File: config.mk
export PLATFORM = sky130hd
export DESIGN_NAME = lat_test_ctrl
export DESIGN_NICKNAME = d
export VERILOG_FILES = /design/src/rtl/lat_test_ctrl_pkg.sv /design/src/rtl/lat_test_ctrl_sync.sv /design/src/rtl/lat_test_ctrl.sv
export SDC_FILE = /design/constraint.sdc
export NUM_CORES = 1
export LEC_CHECK = 0
export ABC_AREA = 1
export ABC_CLOCK_PERIOD_IN_PS = 1980
export BUFFER_PORTS_ARGS = -buffer_cell sky130_fd_sc_hd__buf_2
export CORE_ASPECT_RATIO = 1.2
export CORE_MARGIN = 2
export CORE_UTILIZATION = 45
export CTS_BUF_LIST = sky130_fd_sc_hd__clkbuf_8
export CTS_CLUSTER_DIAMETER = 150
export DETAILED_ROUTE_END_ITERATION = 10
export MAX_ROUTING_LAYER = met4
export PLACE_DENSITY = 0.63
export SLEW_MARGIN = 20
export SYNTH_ARGS = -nofsm -noshare
export SYNTH_HDL_FRONTEND = slang
export SYNTH_HIERARCHICAL = 1
export SYNTH_SLANG_ARGS = --single-unit
File: constraint.sdc
create_clock -name clk27 -period 1.98 [get_ports clk27]
set_input_delay 0 -clock clk27 [delete_from_list [all_inputs] [get_ports clk27]]
set_output_delay 0 -clock clk27 [all_outputs]
set_load 0.02 [all_outputs]
File: src/rtl/lat_test_ctrl_pkg.sv
// rtl/lat_test_ctrl_pkg.sv - shared lat_tester definitions: FSM states, timebase default, box positions
package lat_test_ctrl_pkg;

   localparam int LT_PRESCALE_DEF = 27;

   localparam logic [1:0] LT_POS_CENTER = 2'b00;
   localparam logic [1:0] LT_POS_TOP    = 2'b01;
   localparam logic [1:0] LT_POS_BOTTOM = 2'b10;
   localparam logic [1:0] LT_POS_CORNER = 2'b11;

   typedef enum logic [2:0] {
      LT_IDLE = 3'd0,
      LT_ARM  = 3'd1,
      LT_LAT  = 3'd2,
      LT_STB  = 3'd3,
      LT_DONE = 3'd4
   } lt_state_e;

   function automatic logic [15:0] lt_sat_inc(input logic [15:0] v);
      return (v == 16'hFFFF) ? v : v + 16'd1;
   endfunction

endpackage

File: src/rtl/lat_test_ctrl_sync.sv
// rtl/lat_test_ctrl_sync.sv - photodiode synchroniser and vsync falling-edge detector
module lt_sync #(
   parameter int STAGES = 2
) (
   input  logic clk27,
   input  logic reset_n,
   input  logic sensor_n,
   input  logic VSYNC_in,
   output logic light,
   output logic vs_fall
);

   logic [STAGES-1:0] sens_q;
   logic              vs_q;

   // Flops reset to 1 so a fresh reset reads as dark with vsync inactive.
   always_ff @(posedge clk27 or negedge reset_n) begin
      if (!reset_n) begin
         sens_q <= '1;
         vs_q   <= 1'b1;
      end else begin
         sens_q[0] <= sensor_n;
         for (int i = 1; i < STAGES; i++) sens_q[i] <= sens_q[i-1];
         vs_q <= VSYNC_in;
      end
   end

   assign light   = ~sens_q[STAGES-1];
   assign vs_fall = vs_q & ~VSYNC_in;

endmodule

File: src/rtl/lat_test_ctrl.sv
// rtl/lat_test_ctrl.sv - display latency tester: arms on vsync, times light-on latency and duration in us
module lat_test_ctrl
   import lat_test_ctrl_pkg::*;
#(
   parameter int PRESCALE    = LT_PRESCALE_DEF,
   parameter int SYNC_STAGES = 2
) (
   input  logic        clk27,
   input  logic        reset_n,
   input  logic        start,
   input  logic        abort,
   input  logic [1:0]  mode_sel,
   input  logic        VSYNC_in,
   input  logic        sensor_n,
   output logic        lt_active,
   output logic [1:0]  lt_mode,
   output logic [15:0] lat_us,
   output logic [15:0] stb_us,
   output logic        busy,
   output logic        done,
   output logic        timeout
);

   localparam int PW = (PRESCALE > 1) ? $clog2(PRESCALE) : 1;
   localparam logic [PW-1:0] PRE_MAX = PW'(PRESCALE - 1);

   lt_state_e     state_q, state_d;
   logic [PW-1:0] presc_q;
   logic          light, vs_fall;
   logic          tick, lat_sat, stb_sat;

   lt_sync #(.STAGES(SYNC_STAGES)) u_sync (
      .clk27    (clk27),
      .reset_n  (reset_n),
      .sensor_n (sensor_n),
      .VSYNC_in (VSYNC_in),
      .light    (light),
      .vs_fall  (vs_fall)
   );

   always_ff @(posedge clk27 or negedge reset_n) begin
      if (!reset_n) state_q <= LT_IDLE;
      else          state_q <= state_d;
   end

   always_comb begin
      state_d = state_q;
      tick    = (presc_q == PRE_MAX);
      // Saturation is the tick that would carry the counter onto FFFF.
      lat_sat = tick && (lat_us >= 16'hFFFE);
      stb_sat = tick && (stb_us >= 16'hFFFE);
      case (state_q)
         LT_IDLE: if (start) state_d = LT_ARM;
         LT_ARM:  if (vs_fall && !light) state_d = LT_LAT;
         LT_LAT: begin
            if (light)        state_d = LT_STB;
            else if (lat_sat) state_d = LT_DONE;
         end
         LT_STB:  if (!light || stb_sat) state_d = LT_DONE;
         LT_DONE: state_d = LT_IDLE;
         default: state_d = LT_IDLE;
      endcase
      if (abort) state_d = LT_IDLE;
   end

   always_ff @(posedge clk27 or negedge reset_n) begin
      if (!reset_n) begin
         lt_active <= 1'b0;
         lt_mode   <= 2'b00;
         lat_us    <= 16'd0;
         stb_us    <= 16'd0;
         timeout   <= 1'b0;
         presc_q   <= '0;
      end else if (abort) begin
         lt_active <= 1'b0;
      end else begin
         case (state_q)
            LT_IDLE: begin
               if (start) begin
                  lt_mode <= mode_sel;
                  lat_us  <= 16'd0;
                  stb_us  <= 16'd0;
                  timeout <= 1'b0;
                  presc_q <= '0;
               end
            end
            LT_ARM: begin
               if (state_d == LT_LAT) begin
                  lt_active <= 1'b1;
                  presc_q   <= '0;
                  lat_us    <= 16'd0;
               end
            end
            LT_LAT: begin
               if (light) begin
                  presc_q <= '0;
               end else begin
                  presc_q <= tick ? '0 : presc_q + 1'b1;
                  if (tick) lat_us <= lt_sat_inc(lat_us);
                  if (lat_sat) begin
                     timeout   <= 1'b1;
                     lt_active <= 1'b0;
                  end
               end
            end
            LT_STB: begin
               presc_q <= tick ? '0 : presc_q + 1'b1;
               if (light) begin
                  if (tick)    stb_us  <= lt_sat_inc(stb_us);
                  if (stb_sat) timeout <= 1'b1;
               end
               if (state_d == LT_DONE) lt_active <= 1'b0;
            end
            default: lt_active <= 1'b0;
         endcase
      end
   end

   assign busy = (state_q != LT_IDLE);
   assign done = (state_q == LT_DONE);

endmodule

Word-level counts from Yosys, hierarchy flattened
Cells that the tools add are included.
Storage, ports and cells
  register bits after elaboration: 47
  input bits: 8
  output and inout port bits: 38
Operators by class
  add/subtract/negate cells: 3
  $lt $le $gt $ge: 2
  eq/ne operators: 24
  multiplexer cells: 34
  bitwise operators: 3
  reduce and logical (&&, ||, !) cells: 16
Operators by type and width (number)
  $mux W16: 8
  $pmux W16 S3: 1
  $add A16 B1 Y16 const B: 2
  $eq A16 B16 Y1 const B: 2
  $ge A16 B16 Y1 const B: 2
  $pmux W16 S2: 1
  $mux W5: 4
  $ne A2 B2 Y1 const B: 10
  $pmux W5 S4: 1
  $mux W3: 6
  $reduce_and A7 Y1: 2
  $pmux W3 S4: 1
  $mux W1: 10
  $eq A3 B2 Y1 const B: 3
  $ne A3 B3 Y1 const B: 3
  $reduce_bool A3 Y1: 3
  $eq A3 B3 Y1 const B: 2
  $reduce_and A6 Y1: 1
  $add A5 B1 Y5 const B: 1
  $eq A5 B5 Y1 const B: 1
  $reduce_and A5 Y1: 1
  $pmux W1 S4: 1
  $reduce_and A4 Y1: 1
  $reduce_bool A4 Y1: 1
  other kinds (11): 14

Depth between registers and ports, before layout
  depth in word-level cells: 10
  mapped depth: 16
  gate-level depth less buffers: 15

Modules after synthesis
The synthesis kept the hierarchy.
Modules (own cells, without submodules)
  lat_test_ctrl: times used 1, cells an instance 375, area each 2915.3 um2
  lt_sync: times used 1, cells an instance 6, area each 92.6 um2

Worst setup path after synthesis
No wires, ideal clock.
  path kind: reg2reg
  start: reg lat_us[1]
  end: reg lat_us[7]
  library setup time: 0.118 ns
  arrival: 1.727 ns
  setup slack: 0.135 ns
  stages on the path, launching flop included: 13
  buffers on the path: 1
  cell sequence: dfrtp_1 ha_1 nand2_1 inv_1 nand2_1 nor3_2 nand3_1 and3_4 nand2_4 inv_4 buf_12 nand2_2 o21ai_2
On the way
  longest elaborated chain between the ends: 9
  elaborated cells on any way between the ends: 16
Ends and longest elaborated chain
  from (decl): RTL line lat_test_ctrl.sv:17  | output logic [15:0] lat_us,
  from (signal assigned): RTL line lat_test_ctrl.sv:99  | if (tick) lat_us <= lt_sat_inc(lat_us);
  $ge A16 B16 Y1: RTL line lat_test_ctrl.sv:50  | lat_sat = tick && (lat_us >= 16'hFFFE);
  $logic_and A1 B1 Y1: RTL line lat_test_ctrl.sv:50
  $mux W3: RTL line lat_test_ctrl.sv:57  | else if (lat_sat) state_d = LT_DONE;
  $mux W3: RTL line lat_test_ctrl.sv:56  | if (light) state_d = LT_STB;
  $pmux W3 S4: RTL line lat_test_ctrl.sv:52  | case (state_q)
  $mux W3: RTL line lat_test_ctrl.sv:63  | if (abort) state_d = LT_IDLE;
  $eq A3 B2 Y1: RTL line lat_test_ctrl.sv:88  | if (state_d == LT_LAT) begin
  $ne A2 B2 Y1 (no source line)
  $reduce_and A7 Y1 (no source line)
Parallel ways exist; a longest one is shown, timed or not. The select of a mux whose other input is x is not followed.
A chain may end at the register's enable or synchronous reset.

Worst setup path in the final report
  start: reg presc_q[0]
  end: reg lat_us[13]
On the way
  longest elaborated chain between the ends: 9
  elaborated cells on any way between the ends: 13
Ends and longest elaborated chain
  from (decl): RTL line lat_test_ctrl.sv:28  | logic [PW-1:0] presc_q;
  from (signal assigned): RTL line lat_test_ctrl.sv:98  | presc_q <= tick ? '0 : presc_q + 1'b1;
  from (signal assigned): RTL line lat_test_ctrl.sv:107  | presc_q <= tick ? '0 : presc_q + 1'b1;
  $eq A5 B5 Y1 (*): RTL line lat_test_ctrl.sv:48  | tick = (presc_q == PRE_MAX);
  $logic_and A1 B1 Y1, on equally long branches: RTL line lat_test_ctrl.sv:50, lat_test_ctrl.sv:51
  $mux W3 / $logic_or A1 B1 Y1 (equally long branches): RTL line lat_test_ctrl.sv:57, lat_test_ctrl.sv:59
  $mux W3, on equally long branches: RTL line lat_test_ctrl.sv:56, lat_test_ctrl.sv:59
  $pmux W3 S4: RTL line lat_test_ctrl.sv:52
  $mux W3: RTL line lat_test_ctrl.sv:63
  $eq A3 B2 Y1: RTL line lat_test_ctrl.sv:88
  $ne A2 B2 Y1 (no source line)
  $reduce_and A7 Y1 (no source line) (*)
Every way passes the cells marked *; elsewhere a longest branch is shown, timed or not.

==> metrics.md <==
| Metric | Value |
|---|---|
| Outcome | `completed` |
| Storage cell area | `1181 sq um` |
| Highest clock rate | `510.2 MHz` |
| Chip height | `93.56 um` |
| Final Util | `58.93%` |
| Worst Setup End Kind | `register` |
| GRT Util Overall | `21.25%` |
| Critical Path RT | `2.19 ns` |
| Leakage power | `between 0.0015 and 0.002 uW` |
| Hold slack | `0.1901 ns` |
| Gp weighted congestion | `between 0.8 and 0.9` |
| Pin count of the biggest net entering global routing | `48` |
| Initial antenna violation count | `0` |
| Grt total ovfl | `0` |
| Max-cap viol count | `0` |
| Power Density | `543.1 nW/um^2` |
| Max incr delay on CP | `0.41 ns` |
| Chip width | `78.64 um` |
| Crit Path Max Fanout | `8` |
| Crit path DAT | `2.17 ns` |
| Hold Path Class | `in -> reg` |
| TritonCTS clock tree | `yes` |
| Vias in the first global route | `2,775` |
| Switch share | `31.86%` |
| Crit path kind | `reg -> reg` |
| CTS buffer count | `5` |
| Post-route DRC | `0` |
| Cell Chain, Critical Path | `inv_2, ha_4, nand2_4, nor2_4, nand2_1, nor2_2, nand3_1, nand2_2, nand4_4, nand2_4, nand2_8, buf_12, nand2_4, o21ai_2` |
| Final slew viol count | `0` |
| Final setup violation count | `0` |
| Net Switching | `around 660 uW` |
| Final Skew | `0.01150 ns` |
| Yosys Warn Count | `6` |
| Clk sink count | `47` |
| HPWL after detailed placement | `5247 um` |
| RSZ-0062 raised after global routing | `yes` |
| DR WL/cell | `13.00 um` |
| Type of origin of the critical path | `register` |
| Ys flop type | `dfrtp_1` |
| Ratio of final minimum period to clock period | `~100%` |
| Initial drt markers | `98` |
| CTS H-tree depth | `2` |
| Worst slew margin | `59.31%` |
| Largest area contributor in the netlist | `dfrtp_1` |
| Largest cells by area after synthesis | `dfrtp_1 (37%), nand2_1 (12%), inv_1 (4.9%)` |
| Routed WL | `between 7000 and 8000 um` |
| Standard-cell row count | `32` |
| Area of placed instances | `3492 sq um` |
| Syn nets | `about 400` |
| Ports | `46` |
| VDD IR max | `just under 0.3 mV` |
| Fin nets | `between 400 and 500` |
| P_int | `around 1400 uW` |
| Comb pwr share | `roughly 20%` |
| Synth Register Bits | `47` |
| Slew @ Worst Pin | `between 0.6 and 0.7 ns` |
| CP most frequent cell | `nand2_4` |
| Sequential-to-total area share from yosys stat | `39.23%` |
| Worst-skew pair later-pin latency | `0.31 ns` |
| Period minus WS final | `a little under 2 ns` |
| Overall Power | `2063 uW` |
| Max stage delay cell, worst path | `dfrtp_1` |
| CTS max path bufs | `2` |
| Clk pwr share | `a little under a third` |
| Total number of vias | `roughly 2,800` |
| Share of power burned in registers | `49.6%` |
| Post-Route Setup TNS | `0 ns` |
| Pre-antenna DRT Iters | `4` |
| Fillcell total | `598` |
| Area occupied by multi-input gates | `1674 sq um` |
| Mapped Area | `3008 sq um` |
| Syn Inst Count | `381` |
| Worst-path clk slew | `0.10 ns` |
| Core ar. | `6446 sq um` |
| Root Driver | `clkbuf_8` |
| First-pass GRT wire length | `roughly 12,000 um` |
| Final instance area | `3799 sq um` |
| Final Hold Viols | `0` |
| Port Buf Inserts | `45` |
| Starting Density | `46.66%` |
| Synthesized area per cell | `slightly below 8 sq um` |
| Share of layout cells above drive strength 1 | `33.76%` |
| Number of diodes | `0` |
| Synth top area share | `36.61%` |
| Post-DRT Antenna Nets | `0` |
| Layout overhead on the synthesized area | `26.29%` |
| Die ar. | `~7400 sq um` |
| Post-synth EDFFs | `0` |
| Routed vias/inst | `5.080` |
| Yosys cell types | `44` |
| Asr flop ratio synth | `100.0%` |
## state kept, by name (all words and copies together), names as in the netlist
register,count
lt_active,1
lat_us,16
u_sync/vs_q,1
state_q,3
lt_mode,2
presc_q,5
timeout,1
stb_us,16
u_sync/sens_q,2
## routing by layer
metal	global-route usage (%)	share of wire [%]	vias to the layer above	wire length, um
met5	-	0	-	0
met4	7.018	1.6	0	117
met3	3.861	3.6	12	256
met2	37.75	53	56	3767
met1	24.07	42	1319	3008
li1	-	-	1407	-
## synth_stat cells (2+ instances only)
master	n
o2111ai_1	3
nand4_1	5
inv_4	3
nor3_2	2
buf_6	2
o21ai_2	14
nor4_1	4
dfrtp_1	44
o31ai_1	7
ha_1	6
nand2_2	10
o21bai_1	2
o21ai_1	2
nor2_2	7
nor2_4	4
dfstp_2	3
a21oi_1	7
xor2_1	11
inv_2	7
nor2_1	39
o21ai_0	11
nand2_1	93
nand3_1	21
a31oi_1	2
nor3_1	10
inv_1	39
nand2_4	2
buf_4	2
xnor2_1	4
## power by group through the flow
stage	clock, uW	combinational [uW]	sequential (uW)
CTS	651	372	1020
detailed placement	0	356	1040
finish	628	411	1020
global route	695	456	1030
floorplan	0	219	1060
global placement	0	351	1040
## placed cells by master (no fill, tap or decap), drive strengths merged
cell type,instances
a21oi,8
nor4,4
nand2,106
o21ai,27
nor3b,1
inv,51
o21bai,2
dlygate4sd3,6
o31ai,7
and3,1
a21boi,1
buf,75
dfstp,3
o221ai,1
clkbuf,6
nand3,22
xnor2,4
nor3,13
dfrtp,44
xor2,11
or3,1
nand3b,1
o2111ai,3
nor2,50
a31oi,2
nand4,6
o22ai,1
o211ai,1
clkinv,1
ha,6
## cells by family after synthesis
| logic type | Yosys count | share of synthesized area (%) |
|---|---|---|
| fa+ha+maj | 6 | 2.496 |
| simple gates | 205 | 33.24 |
| xor+xnor | 15 | 4.368 |
| buf+inv | 55 | 8.444 |
| flops | 47 | 39.23 |
| compound gates | 53 | 12.23 |
## final timing paths
| check | cells after the start | start | slack, ns | end |
|---|---|---|---|---|
| max reg2reg | 14 | presc_q[0] | 0.02 | lat_us[13] |
| min reg2reg | 0 | u_sync/sens_q[0] | 0.37 | u_sync/sens_q[1] |
| max in group asynchronous | 3 | reset_n | 1.25 | lat_us[1] |
| min | 5 | start | 0.19 | state_q[0] |
| min in group asynchronous | 3 | reset_n | 0.31 | lat_us[6] |
| max | 14 | presc_q[0] | 0.02 | lat_us[13] |
## what timing repair did
item,CTS,global route
hold buffers,6,0
pin swaps,0,9
setup endpoints to repair,7,24
gates cloned,0,1
buffers inserted,0,3
hold endpoints to repair,50,0
gates resized for setup,1,26
## final cells by class
type,count,area share [%]
Timing Repair Buffer,82,14.43
Multi-Input combinational cell,279,44.07
Sequential cell,47,31.09
Tap cell,85,2.800
Clock inverter,3,0.6917
Inverter,49,5.105
Clock buffer,5,1.812
## per-stage QoR
stage,setup slack (ns),std cells
after floorplan,0.1349,381
after global placement,0.06344,532
after detailed placement,-0.01015,532
after CTS,0.006159,546
after global routing,-0.1080,550
final,0.01980,550
## worst max-delay path, delay by kind of cell (launching register included)
family / cells / cell delay [ns]
compound gates: 1 / 0.05
fa+ha+maj: 1 / 0.14
buf+inv: 2 / 0.25
flops: 1 / 0.41
simple gates: 10 / 1.01
Power figures use the tool's default switching activity.
